**src/rtl/branch_resolve_if.sv**
```systemverilog
// Prediction / resolution / table-update bundle between the branch predictor
// front end and the branch resolve unit.
interface branch_resolve_if #(
   parameter int AW = 3
) ();
   // Prediction issue (predictor -> resolve unit)
   logic          pred_valid;
   logic [AW-1:0] pred_addr;
   logic          pred_taken;
   logic          pred_ready;
   // Branch outcome (execute -> resolve unit)
   logic          res_valid;
   logic          res_taken;
   // Predictor table update and status pulses (resolve unit -> predictor)
   logic          upd_valid;
   logic [AW-1:0] upd_addr;
   logic          upd_taken;
   logic          mispredict;
   logic          flush;
   logic          orphan;

   // Predictor / execute side
   modport master (
      output pred_valid, pred_addr, pred_taken, res_valid, res_taken,
      input  pred_ready, upd_valid, upd_addr, upd_taken, mispredict, flush, orphan
   );

   // Resolve unit side
   modport slave (
      input  pred_valid, pred_addr, pred_taken, res_valid, res_taken,
      output pred_ready, upd_valid, upd_addr, upd_taken, mispredict, flush, orphan
   );
endinterface

```
**src/rtl/branch_resolve_unit.sv**
```systemverilog
// Branch resolve unit: in-order queue of outstanding 1-bit predictions, matched
// against resolved outcomes. Drives the predictor table update, counts
// mispredicts per table entry and in total, and flushes wrong-path predictions.
module branch_resolve_unit #(
   parameter int DEPTH = 4,
   parameter int AW    = 3,
   parameter int CNT_W = 4
) (
   input  logic                   clk,
   input  logic                   reset,
   branch_resolve_if.slave        bus,
   input  logic [AW-1:0]          rd_addr,
   output logic [CNT_W-1:0]       miss_cnt,
   output logic [15:0]            miss_total,
   output logic [$clog2(DEPTH):0] count
);

   localparam int PW   = $clog2(DEPTH);
   localparam int CW   = PW + 1;
   localparam int NENT = 2 ** AW;

   // Queue storage
   logic [AW-1:0]    q_addr_q  [DEPTH];
   logic             q_taken_q [DEPTH];

   // Queue control
   logic [PW-1:0]    wr_ptr_q, wr_ptr_d;
   logic [PW-1:0]    rd_ptr_q, rd_ptr_d;
   logic [CW-1:0]    count_q,  count_d;

   // Mispredict statistics
   logic [CNT_W-1:0] miss_cnt_q [NENT];
   logic [CNT_W-1:0] miss_cnt_d [NENT];
   logic [15:0]      miss_total_q, miss_total_d;

   // Registered update / status outputs
   logic             upd_valid_q,  upd_valid_d;
   logic [AW-1:0]    upd_addr_q,   upd_addr_d;
   logic             upd_taken_q,  upd_taken_d;
   logic             mispredict_q, mispredict_d;
   logic             flush_q,      flush_d;
   logic             orphan_q,     orphan_d;

   // Per-cycle events
   logic             pred_ready;
   logic             push;
   logic             pop;
   logic             miss;
   logic [AW-1:0]    head_addr;
   logic             head_taken;

   assign pred_ready = (count_q != CW'(DEPTH));
   assign push       = bus.pred_valid & pred_ready;
   assign pop        = bus.res_valid & (count_q != '0);
   assign head_addr  = q_addr_q[rd_ptr_q];
   assign head_taken = q_taken_q[rd_ptr_q];
   assign miss       = pop & (head_taken != bus.res_taken);

   // Write the incoming prediction at the tail.
   // NOTE: queue payload has no reset; count/pointers alone decide which entries are live.
   always_ff @(posedge clk) begin
      if (push) begin
         q_addr_q[wr_ptr_q]  <= bus.pred_addr;
         q_taken_q[wr_ptr_q] <= bus.pred_taken;
      end
   end

   // Next-state for queue pointers, statistics and the registered pulses.
   // NOTE: every _d gets a default first so no path leaves a latch behind.
   always_comb begin
      wr_ptr_d     = wr_ptr_q;
      rd_ptr_d     = rd_ptr_q;
      count_d      = count_q;
      miss_cnt_d   = miss_cnt_q;
      miss_total_d = miss_total_q;
      upd_valid_d  = pop;
      upd_addr_d   = upd_addr_q;
      upd_taken_d  = upd_taken_q;
      mispredict_d = miss;
      flush_d      = 1'b0;
      orphan_d     = bus.res_valid & (count_q == '0);

      if (push) begin
         wr_ptr_d = wr_ptr_q + PW'(1);
      end

      if (pop) begin
         upd_addr_d  = head_addr;
         upd_taken_d = bus.res_taken;
      end

      if (miss) begin
         // Everything younger than the head (including a same-cycle push) is
         // wrong-path: empty the queue by snapping the read pointer to the tail.
         rd_ptr_d     = wr_ptr_d;
         count_d      = '0;
         flush_d      = (count_q > CW'(1)) | push;
         miss_total_d = miss_total_q + 16'd1;
         if (miss_cnt_q[head_addr] != '1) begin
            miss_cnt_d[head_addr] = miss_cnt_q[head_addr] + CNT_W'(1);
         end
      end else begin
         if (pop) begin
            rd_ptr_d = rd_ptr_q + PW'(1);
         end
         count_d = count_q + CW'(push) - CW'(pop);
      end
   end

   // State register with synchronous reset.
   // NOTE: non-blocking assignments so every flop samples the pre-edge values.
   always_ff @(posedge clk) begin
      if (reset) begin
         wr_ptr_q     <= '0;
         rd_ptr_q     <= '0;
         count_q      <= '0;
         miss_cnt_q   <= '{default: '0};
         miss_total_q <= '0;
         upd_valid_q  <= 1'b0;
         upd_addr_q   <= '0;
         upd_taken_q  <= 1'b0;
         mispredict_q <= 1'b0;
         flush_q      <= 1'b0;
         orphan_q     <= 1'b0;
      end else begin
         wr_ptr_q     <= wr_ptr_d;
         rd_ptr_q     <= rd_ptr_d;
         count_q      <= count_d;
         miss_cnt_q   <= miss_cnt_d;
         miss_total_q <= miss_total_d;
         upd_valid_q  <= upd_valid_d;
         upd_addr_q   <= upd_addr_d;
         upd_taken_q  <= upd_taken_d;
         mispredict_q <= mispredict_d;
         flush_q      <= flush_d;
         orphan_q     <= orphan_d;
      end
   end

   assign bus.pred_ready = pred_ready;
   assign bus.upd_valid  = upd_valid_q;
   assign bus.upd_addr   = upd_addr_q;
   assign bus.upd_taken  = upd_taken_q;
   assign bus.mispredict = mispredict_q;
   assign bus.flush      = flush_q;
   assign bus.orphan     = orphan_q;
   assign miss_cnt       = miss_cnt_q[rd_addr];
   assign miss_total     = miss_total_q;
   assign count          = count_q;

endmodule

```
**src/flat_wrapper.sv**
```systemverilog
// flat-port wrapper written by rule: the top's interface ports become plain ports
module branch_resolve_unit_flat 
#(
   parameter int DEPTH = 4,
   parameter int AW    = 3,
   parameter int CNT_W = 4
)
  (clk, reset, rd_addr, miss_cnt, miss_total, count, bus_pred_valid, bus_pred_addr, bus_pred_taken, bus_res_valid, bus_res_taken, bus_pred_ready, bus_upd_valid, bus_upd_addr, bus_upd_taken, bus_mispredict, bus_flush, bus_orphan);
  branch_resolve_if #(.AW(AW)) bus_i ();
  input  logic clk;
  input  logic reset;
  input  logic [AW-1:0] rd_addr;
  output logic [CNT_W-1:0] miss_cnt;
  output logic [15:0] miss_total;
  output logic [$clog2(DEPTH):0] count;
  input wire logic [$bits(bus_i.pred_valid)-1:0] bus_pred_valid;
  input wire logic [$bits(bus_i.pred_addr)-1:0] bus_pred_addr;
  input wire logic [$bits(bus_i.pred_taken)-1:0] bus_pred_taken;
  input wire logic [$bits(bus_i.res_valid)-1:0] bus_res_valid;
  input wire logic [$bits(bus_i.res_taken)-1:0] bus_res_taken;
  output wire logic [$bits(bus_i.pred_ready)-1:0] bus_pred_ready;
  output wire logic [$bits(bus_i.upd_valid)-1:0] bus_upd_valid;
  output wire logic [$bits(bus_i.upd_addr)-1:0] bus_upd_addr;
  output wire logic [$bits(bus_i.upd_taken)-1:0] bus_upd_taken;
  output wire logic [$bits(bus_i.mispredict)-1:0] bus_mispredict;
  output wire logic [$bits(bus_i.flush)-1:0] bus_flush;
  output wire logic [$bits(bus_i.orphan)-1:0] bus_orphan;
  assign bus_i.pred_valid = bus_pred_valid;
  assign bus_i.pred_addr = bus_pred_addr;
  assign bus_i.pred_taken = bus_pred_taken;
  assign bus_i.res_valid = bus_res_valid;
  assign bus_i.res_taken = bus_res_taken;
  assign bus_pred_ready = bus_i.pred_ready;
  assign bus_upd_valid = bus_i.upd_valid;
  assign bus_upd_addr = bus_i.upd_addr;
  assign bus_upd_taken = bus_i.upd_taken;
  assign bus_mispredict = bus_i.mispredict;
  assign bus_flush = bus_i.flush;
  assign bus_orphan = bus_i.orphan;
  branch_resolve_unit #(.DEPTH(DEPTH), .AW(AW), .CNT_W(CNT_W)) u_core (.clk(clk), .reset(reset), .bus(bus_i), .rd_addr(rd_addr), .miss_cnt(miss_cnt), .miss_total(miss_total), .count(count));
endmodule
```
**config.mk**
```make
export PLATFORM = sky130hd
export DESIGN_NAME = branch_resolve_unit_flat
export DESIGN_NICKNAME = d
export VERILOG_FILES = /design/src/rtl/branch_resolve_if.sv /design/src/rtl/branch_resolve_unit.sv /design/src/flat_wrapper.sv
export SDC_FILE = /design/constraint.sdc
export NUM_CORES = 1
export LEC_CHECK = 0
export BUFFER_PORTS_ARGS = -buffer_cell sky130_fd_sc_hd__buf_4
export CAP_MARGIN = 20
export CORE_MARGIN = 8
export CORE_UTILIZATION = 38
export DETAILED_ROUTE_END_ITERATION = 7
export GPL_ROUTABILITY_DRIVEN = 0
export HOLD_SLACK_MARGIN = 0.1
export PLACE_DENSITY = 0.64
export SLEW_MARGIN = 5
export SYNTH_ARGS = -nofsm -noshare
export SYNTH_HDL_FRONTEND = slang
export SYNTH_SLANG_ARGS = --single-unit
```
**constraint.sdc**
```tcl
create_clock -name clk -period 4.15 [get_ports clk]
set_input_delay 0.6225 -clock clk [delete_from_list [all_inputs] [get_ports clk]]
set_output_delay 0.6225 -clock clk [all_outputs]
set_load 0.03 [all_outputs]
```
### Yosys cells after proc, flatten, opt, wreduce, memory -nomap -nowiden

Memories as Yosys holds them, arrays and structs flattened. A register that Yosys moved wholly into a read port is not among the register bits.
Cells that the tools add are included.

* flip-flop bits (word level): 63
* output and inout bits: 32
* logic and storage cells: 66
* input bits: 12
* memories: 2
* RAM bits: 16

* $lt $le $gt $ge: 4
* equality and inequality tests: 3
* bitwise logic cells: 8
* multiplexer cells: 18
* reductions and logical operators: 7
* add/subtract/negate cells: 6

Memories
* u_core.q_addr_q: depth 4, width 3, rd ports 1, clocked after Yosys merged registers in 1, wr ports 1, RTL line branch_resolve_unit.sv:23 `logic [AW-1:0] q_addr_q [DEPTH];`
* u_core.q_taken_q: depth 4, width 1, rd ports 1, clocked after Yosys merged registers in 1, wr ports 1, RTL line branch_resolve_unit.sv:24 `logic q_taken_q [DEPTH];`

Operators with widths (count)
* $bwmux W32: 1
* $bmux W4 S3: 2
* $mux W4: 5
* $add A16 B1 Y16 const B: 1
* $mux W2: 7
* $demux W4 S3: 1
* $ge A4 B4 Y1 const B: 2
* $not A3 Y4: 2
* $add A2 B1 Y2 const B: 2
* $add A4 B1 Y4 const B: 1
* $and A1 B1 Y1: 4
* $lt A4 B1 Y1 const B: 1
* $ne A4 B4 Y1 const B: 1
* $reduce_or A2 Y1: 2
* $add A3 B1 Y3: 1
* $gt A3 B1 Y1 const B: 1
* $logic_not A3 Y1: 1
* $ne A3 B3 Y1 const B: 1
* $reduce_bool A3 Y1: 1
* $sub A3 B1 Y3: 1
* $mux W1: 2
* $reduce_and A2 Y1: 1
* $reduce_bool A2 Y1: 1
* $logic_and A1 B1 Y1: 1
* other kinds (3): 3

### Logic depth before layout (Yosys ltp)

Gate-level depths: netlist (run 1).

* depth after elaboration: 6
* mapped depth: 12

### Least setup slack after synthesis (run 1)

No wires, ideal clock.

* kind: register to register
* start: reg (tool-made name)
* end: reg u_core.miss_cnt_q[16] in the netlist's numbering
* setup slack: 1.228 ns
* setup time: 0.128 ns
* period minus slack after synthesis: 2.922 ns
* cell stages (with the launch flop): 12
* data required time: 4.022 ns
* data arrival time: 2.794 ns
* path through: dfxtp_1 -> mux4_2 -> buf_6 -> buf_2 -> and2_1 -> a22oi_1 -> and3_1 -> ha_1 -> nand3_4 -> o21ai_4 -> mux2i_1 -> nor2_1

RTL lines
* end signal: assignment: RTL line branch_resolve_unit.sv:129 `miss_cnt_q <= miss_cnt_d;`
* end: declaration: RTL line branch_resolve_unit.sv:32 `logic [CNT_W-1:0] miss_cnt_q [NENT];`

==> results of run 1 <==
## metal layers
layer  wire length, um  up-vias
met5                 0        -
li1                  -     1366
met4               109        0
met3               429        9
met1              3910     1382
met2              4290       59
## cells by family (layout without fill, tap and decap cells)
family                     Yosys count  count (layout)  share of synthesized area (%)
AOI/OAI and AO/OA                   41              41                           8.96
xor gates and xnor gates            17              17                           4.16
adders and majority gates           10              10                           3.37
buffers and inverters               29              72                           3.30
DFF                                 81              81                           45.2
muxes                               55              55                           18.1
and+or+nand+nor                    129             129                           16.9
## metrics by stage
stage          util (%)  hold WS [ns]  cells  setup slack (ns)  power, uW
2_1_floorplan         -         0.464    362              1.23       1660
6_report           44.8         0.450    541             0.850       2460
3_5_place_dp       42.8         0.448    525             0.877       1870
5_1_grt            44.8         0.433    541             0.604       2610
4_1_cts            44.8         0.440    541             0.834       2490
3_3_place_gp       42.8         0.448    525             0.977       1860
## flip-flops by register name (all words and copies together), names as in the netlist, named ones only
register,flops
u_core.bus.mispredict,1
u_core.bus.orphan,1
u_core.wr_ptr_q,2
u_core.q_taken_q,4
u_core.q_addr_q,12
u_core.miss_total,16
u_core.rd_ptr_q,2
u_core.count,3
u_core.bus.upd_taken,1
u_core.bus.flush,1
u_core.bus.upd_valid,1
u_core.bus.upd_addr,3
u_core.miss_cnt_q,32
## critical path: cells and delay by family, from the launching register on
kind | cells | cell delay (ns)
flops | 1 | 0.48
mux | 3 | 1.19
compound gates | 2 | 0.59
buf+inv | 1 | 0.12
simple gates | 3 | 0.52
fa+ha+maj | 1 | 0.26
## layout by cell type, fill, tap and decap left out, types with 2 or more instances in the layout
cell                       instances
sky130_fd_sc_hd__dfxtp_1          65
sky130_fd_sc_hd__nor2_1           46
sky130_fd_sc_hd__buf_4            44
sky130_fd_sc_hd__mux2i_1          36
sky130_fd_sc_hd__nand2_1          25
sky130_fd_sc_hd__edfxtp_1         16
sky130_fd_sc_hd__mux4_2           12
sky130_fd_sc_hd__a21oi_1          12
sky130_fd_sc_hd__and3_1           11
sky130_fd_sc_hd__inv_1            10
sky130_fd_sc_hd__xor2_1           10
sky130_fd_sc_hd__ha_1              9
sky130_fd_sc_hd__clkbuf_8          9
sky130_fd_sc_hd__o21ai_4           8
sky130_fd_sc_hd__nor3_1            8
sky130_fd_sc_hd__nand3b_1          8
sky130_fd_sc_hd__o21ai_1           8
sky130_fd_sc_hd__nand3_1           6
sky130_fd_sc_hd__nor3b_1           5
sky130_fd_sc_hd__xnor2_1           5
sky130_fd_sc_hd__inv_6             5
sky130_fd_sc_hd__or3_1             4
sky130_fd_sc_hd__mux2_2            4
sky130_fd_sc_hd__nand4_1           4
sky130_fd_sc_hd__and2_1            3
sky130_fd_sc_hd__o21ai_0           3
sky130_fd_sc_hd__nor2b_1           2
sky130_fd_sc_hd__mux2_1            2
sky130_fd_sc_hd__a22oi_2           2
## worst max path at each step
stage                   from                                 end
floorplan           register  u_core.miss_cnt_q[16]$_SDFFE_PP0P_
global placement    register  u_core.miss_cnt_q[29]$_SDFFE_PP0P_
detailed placement  register  u_core.miss_cnt_q[28]$_SDFFE_PP0P_
CTS                 register  u_core.miss_cnt_q[28]$_SDFFE_PP0P_
global route        register  u_core.miss_cnt_q[28]$_SDFFE_PP0P_
finish              register  u_core.miss_cnt_q[28]$_SDFFE_PP0P_
## layout make-up
type	instances	area, um^2	share of cell area (%)
clock buffers	9	124	2.72
multi-input cells	252	2030	44.4
flip-flops and latches	81	1780	39.1
repair buffers	44	330	7.24
clock inverters	7	82.6	1.81
well taps	136	170	3.73
inverters	12	45.0	0.988
## report_power, final
group	internal [uW]	switching, uW
logic	332	583
clock network	290	323
registers	879	56.6
==> qor.json, run 1 <==
{
  "layout-drive-gt1-share_pct": 24.0,
  "synth.net_count": 384,
  "fillers": 983,
  "route.detailed.drc": 0,
  "h-tree-depth": 3,
  "max_slew_margin_pct": 57.0,
  "cts_setup_buffers": 0,
  "power-per-cell-area_nw_per_um2": 540,
  "cp_slowest_cell": "sky130_fd_sc_hd__mux4_2",
  "period_share_pct": 79.5,
  "postCtsResizedCells": 0,
  "initial_antenna_violation_count": 0,
  "finalHoldViolCount": 0,
  "final_antenna_net_count": 0,
  "synth_cells": 362,
  "synth_area_leader_cell": "sky130_fd_sc_hd__dfxtp_1",
  "met2_usage_pct": 21.4,
  "cell_with_the_most_instances_after_synthesis": "sky130_fd_sc_hd__dfxtp_1",
  "final-max-slew-violation-count": 0,
  "cp_data_arrival_time_ns": 3.53,
  "yosysSeqAreaShare_pct": 45.2,
  "antennaDiodeCount": 0,
  "avgRoutedWirePerCell_um": 16.2,
  "totalWireLength_um": 8740,
  "worst_stage_delay_on_the_critical_path_ns": 0.76,
  "synth.top_cell.area_share_pct": 33.0,
  "final-setup-viol-count": 0,
  "hold_bufs_inserted_after_cts": 0,
  "regToRegSetupSlack_ns": 0.85,
  "cp_cell_sequence": "mux4_2 > mux2i_1 > a21oi_1 > nand4_4 > inv_2 > ha_1 > nand3_4 > o21ai_4 > mux2i_1 > nor2_1",
  "floorplan.die.width_um": 118,
  "total_global_route_track_usage_pct": 12.8,
  "rows": 37,
  "timing.rr.end": "u_core.miss_cnt_q[28]$_SDFFE_PP0P_",
  "grt.met1_usage_pct": 15.4,
  "cts-root-to-sink-buffers": 2,
  "peakVddDrop_v": 0.000276,
  "crit_path_end_kind": "register",
  "ys_types": 51,
  "yosys-top-cells-area": "sky130_fd_sc_hd__dfxtp_1 33%, sky130_fd_sc_hd__edfxtp_1 12%, sky130_fd_sc_hd__mux2i_1 9.1%, sky130_fd_sc_hd__mux4_2 6.9%, sky130_fd_sc_hd__nor2_1 4.4%",
  "hold_path.startpoint": "bus_pred_addr[0]",
  "synth-async-reset-ratio_pct": 0,
  "worst_path_most_repeated_cell": "sky130_fd_sc_hd__mux2i_1",
  "placed_inst_area_um2": 4350,
  "hpwl_after_detailed_placement_um": 6200,
  "vias_in_the_first_global_route": 2870,
  "worst_hold_path.endpoint": "u_core.q_addr_q[3][0]$_DFFE_PP_",
  "grt_pass1_wl_um": 14400,
  "worst_r2r_path_depth": 10,
  "floorplan.die.height_um": 118,
  "clkSinkCount": 81,
  "die_area_um2": 13900,
  "pin_count": 44,
  "synth_enable_flop_cells": 16,
  "buffer_ports.inserted": 43,
  "drt_iter0_drc": 148,
  "finalNetCount": 422,
  "met3_usage_pct": 4.17,
  "cts_buffers": 9,
  "syn_area_per_cell_um2": 10.9,
  "start_util_pct": 38.7,
  "clock_insertion_delay_worst_skew_ns": 0.37,
  "min_path_type": "primary input to register",
  "grt_overflow": 0,
  "core_box_area_um2": 10200,
  "cts.root.buffer_cell": "sky130_fd_sc_hd__clkbuf_8",
  "yosys_most_used_dff": "sky130_fd_sc_hd__dfxtp_1",
  "finish.instance_area_um2": 4560,
  "tritoncts_clock_tree": "built",
  "area_delta_synth_final_pct": 15.8,
  "run_status": "finished, final reports clean",
  "worstSetupStartpointType": "register",
  "mappedNetlistArea_um2": 3940,
  "rsz0062_at_grt": "no",
  "static-leakage-power_uw": 0.00190,
  "fin_tns_setup_ns": 0,
  "grt.busiest_layer": "met2",
  "upper_clock_frequency_limit_mhz": 303,
  "clk_pin_slew_ns": 0.09,
  "yosys_register_bits": 81,
  "avgViaCountPerCell": 5.21,
  "drtPass1Iterations": 5,
  "worstPathRequired_ns": 4.38,
  "ys_warn_count": 0,
  "worstMarginPinSlew_ns": 0.645,
  "timing.setup.critical_path_class": "register to register",
  "final.min_clock_period_ns": 3.30,
  "maximum_number_of_pins_on_one_net_before_global_route_repair": 64,
  "hold_depth": 1,
  "max-cap-violations": 0,
  "yosys-top-cells-count": "65 x sky130_fd_sc_hd__dfxtp_1, 46 x sky130_fd_sc_hd__nor2_1, 36 x sky130_fd_sc_hd__mux2i_1",
  "maximum_net_fanout_on_the_critical_path": 15,
  "final.setup_skew_ns": 0.0117,
  "detailroute.via_count": 2816
}
Note: power is estimated with default switching activity, not from simulation.
==> run 2, diff against run 1 <==
--- a/config.mk
+++ b/config.mk
@@ -12,7 +12,7 @@
 export DETAILED_ROUTE_END_ITERATION = 7
 export GPL_ROUTABILITY_DRIVEN = 0
 export HOLD_SLACK_MARGIN = 0.1
-export PLACE_DENSITY = 0.64
+export PLACE_DENSITY = 0.66
 export SLEW_MARGIN = 5
 export SYNTH_ARGS = -nofsm -noshare
 export SYNTH_HDL_FRONTEND = slang
==> constraint.sdc (replaced) <==
create_clock -name clk -period 2.7 [get_ports clk]
set_input_delay 0.405 -clock clk [delete_from_list [all_inputs] [get_ports clk]]
set_output_delay 0.405 -clock clk [all_outputs]
set_load 0.03 [all_outputs]
==> run 2 against run 1 <==
Compared with the run above: critical path depth up 1; fmax up 21%; the run now ends with negative setup slack left; final area up 8.7%; sequential cell count unchanged; first-iteration DRC count down 27%; cell count up 6.3%; die area unchanged.
==> qor.json, run 2 (same netlist as run 1, synthesis figures left out) <==
{
  "run_status": "finished, violations left",
  "failing_checks": "negative setup slack",
  "layout.cells.most_common_list": "70 x sky130_fd_sc_hd__buf_4, 64 x sky130_fd_sc_hd__dfxtp_1, 46 x sky130_fd_sc_hd__nor2_1",
  "cts-root-to-sink-buffers": 2,
  "critPathTopFamily": "multiplexers",
  "final_antenna_net_count": 0,
  "vias_in_the_first_global_route": 2987,
  "clkSinkCount": 81,
  "rows": 37,
  "avgViaCountPerCell": 5.09,
  "regMostFlops": "u_core.miss_cnt_q",
  "final_cell_count_no_fill": 575,
  "rsz0062_at_grt": "yes",
  "fin_tns_setup_ns": -0.0717,
  "max_slew_margin_pct": 64.6,
  "maximum_net_fanout_on_the_critical_path": 8,
  "total_global_route_track_usage_pct": 13.9,
  "met3_usage_pct": 3.88,
  "initial_antenna_violation_count": 0,
  "grt_overflow": 0,
  "die_area_um2": 13900,
  "cp_data_arrival_time_ns": 2.96,
  "timing.setup.critical_path_class": "register to register",
  "maximum_number_of_pins_on_one_net_before_global_route_repair": 49,
  "hpwl_after_detailed_placement_um": 6800,
  "worst_stage_delay_on_the_critical_path_ns": 0.60,
  "power-per-cell-area_nw_per_um2": 875,
  "static-leakage-power_uw": 0.00209,
  "numPlacedInstances": 552,
  "cp_cell_sequence": "mux4_2 > mux2_4 > or3_4 > nand4_4 > inv_4 > ha_4 > nand3_4 > o21ai_4 > buf_4 > mux2i_1 > nor2_1",
  "floorplan.die.width_um": 118,
  "peakVddDrop_v": 0.000472,
  "tritoncts_clock_tree": "built",
  "grt.busiest_layer": "met2",
  "period_share_pct": 101,
  "crit_path_end_kind": "register",
  "grt_pass1_wl_um": 15600,
  "met2_usage_pct": 23.5,
  "buffer_ports.inserted": 43,
  "layout_setup_ws_ns": -0.0326,
  "final_core_utilization_pct": 48.7,
  "largest_reg_flops": 32,
  "placed_inst_area_um2": 4590,
  "antennaDiodeCount": 0,
  "finalHoldViolCount": 0,
  "cp.buffers_inverters": 2,
  "clock_insertion_delay_worst_skew_ns": 0.36,
  "worst_hold_slack_ns": 0.238,
  "finalNetCount": 456,
  "cts.root.buffer_cell": "sky130_fd_sc_hd__clkbuf_8",
  "area_delta_synth_final_pct": 25.8,
  "layout_commonest_cell": "sky130_fd_sc_hd__buf_4",
  "route.detailed.drc": 0,
  "drtPass1Iterations": 4,
  "floorplan.die.height_um": 118,
  "hold_bufs_inserted_after_cts": 0,
  "final-max-slew-violation-count": 0,
  "core_box_area_um2": 10200,
  "worstPathRequired_ns": 2.93,
  "grt.met1_usage_pct": 16.5,
  "worstMarginPinSlew_ns": 0.531,
  "layout-drive-gt1-share_pct": 32.6,
  "min_path_type": "primary input to register",
  "max-cap-violations": 0,
  "final.min_clock_period_ns": 2.73,
  "pin_count": 44,
  "detailroute.via_count": 2927,
  "final.setup_skew_ns": 0.0118,
  "worstSetupStartpointType": "register",
  "clk_pin_slew_ns": 0.09,
  "finish.instance_area_um2": 4960,
  "totalWireLength_um": 9440,
  "drt_iter0_drc": 108,
  "avgRoutedWirePerCell_um": 16.4,
  "cp_slowest_cell": "sky130_fd_sc_hd__mux4_2",
  "final-setup-viol-count": 6,
  "start_util_pct": 38.7,
  "cts_buffers": 9,
  "upper_clock_frequency_limit_mhz": 366,
  "h-tree-depth": 3
}
run 2: cell types whose count changed in the layout (fill, tap and decap cells not counted), moves of 2 or more:
cell                    change
sky130_fd_sc_hd__inv_6      -3
sky130_fd_sc_hd__inv_8      +2
sky130_fd_sc_hd__buf_4     +26
sky130_fd_sc_hd__buf_6      +7
run 2: path summary, 6_finish.rpt:
kind         slack (ns)                                  to  depth (start not counted)                              start
max reg2reg       -0.03  u_core.miss_cnt_q[16]$_SDFFE_PP0P_                         11                           register
min reg2reg        0.47   u_core.bus.upd_taken$_SDFFE_PP0P_                          2  u_core.bus.upd_taken$_SDFFE_PP0P_
min                0.24       u_core.q_taken_q[2]$_DFFE_PP_                          1                     bus_pred_taken
max               -0.03  u_core.miss_cnt_q[16]$_SDFFE_PP0P_                         11                           register
run 2: what timing repair did:
action / CTS / global route
pin swaps: 6 / 5
endpoints found under the setup margin: 19 / 30
hold endpoints to repair: 0 / 0
buffers inserted: 3 / 5
gates resized for setup: 9 / 8
run 2: metrics by stage:
stage / setup slack (ns) / power (uW)
floorplan: 0.00648 / 2600
global placement: 0.00371 / 3220
detailed placement: -0.0619 / 3250
CTS: -0.0391 / 4340
global route: -0.174 / 4560
finish: -0.0326 / 4330
run 2: worst reg2reg max path, delay by kind of cell, from the launching register on:
family | cells | cell delay [ns]
DFF | 1 | 0.39
adders and majority gates | 1 | 0.16
muxes | 3 | 1.06
AOI/OAI and AO/OA | 1 | 0.11
buffers and inverters | 2 | 0.20
and+or+nand+nor | 4 | 0.69
run 2: area by class of cell:
cell class / instances / area, um^2
Clock buffer: 9 / 124
Clock inverter: 7 / 109
Fill cell: 938 / 5230
Inverter: 12 / 47.5
Multi-Input combinational cell: 252 / 2100
Sequential cell: 81 / 1790
Tap cell: 136 / 170
Timing Repair Buffer: 78 / 624
run 2: layer usage:
| layer | up-vias | wire (um) | part of all wire (%) |
|---|---|---|---|
| met5 | - | 0 | 0 |
| met4 | 0 | 121 | 1.3 |
| met3 | 9 | 460 | 4.9 |
| met2 | 62 | 4660 | 49 |
| met1 | 1421 | 4210 | 45 |
| li1 | 1435 | - | - |
run 2: power by group:
| part | internal, uW | switching, uW | leakage [uW] | total [uW] |
|---|---|---|---|---|
| Clock | 542 | 486 | 0.000118 | 1030 |
| Sequential | 1350 | 86.6 | 0.000673 | 1440 |
| Combinational | 850 | 1020 | 0.00130 | 1870 |
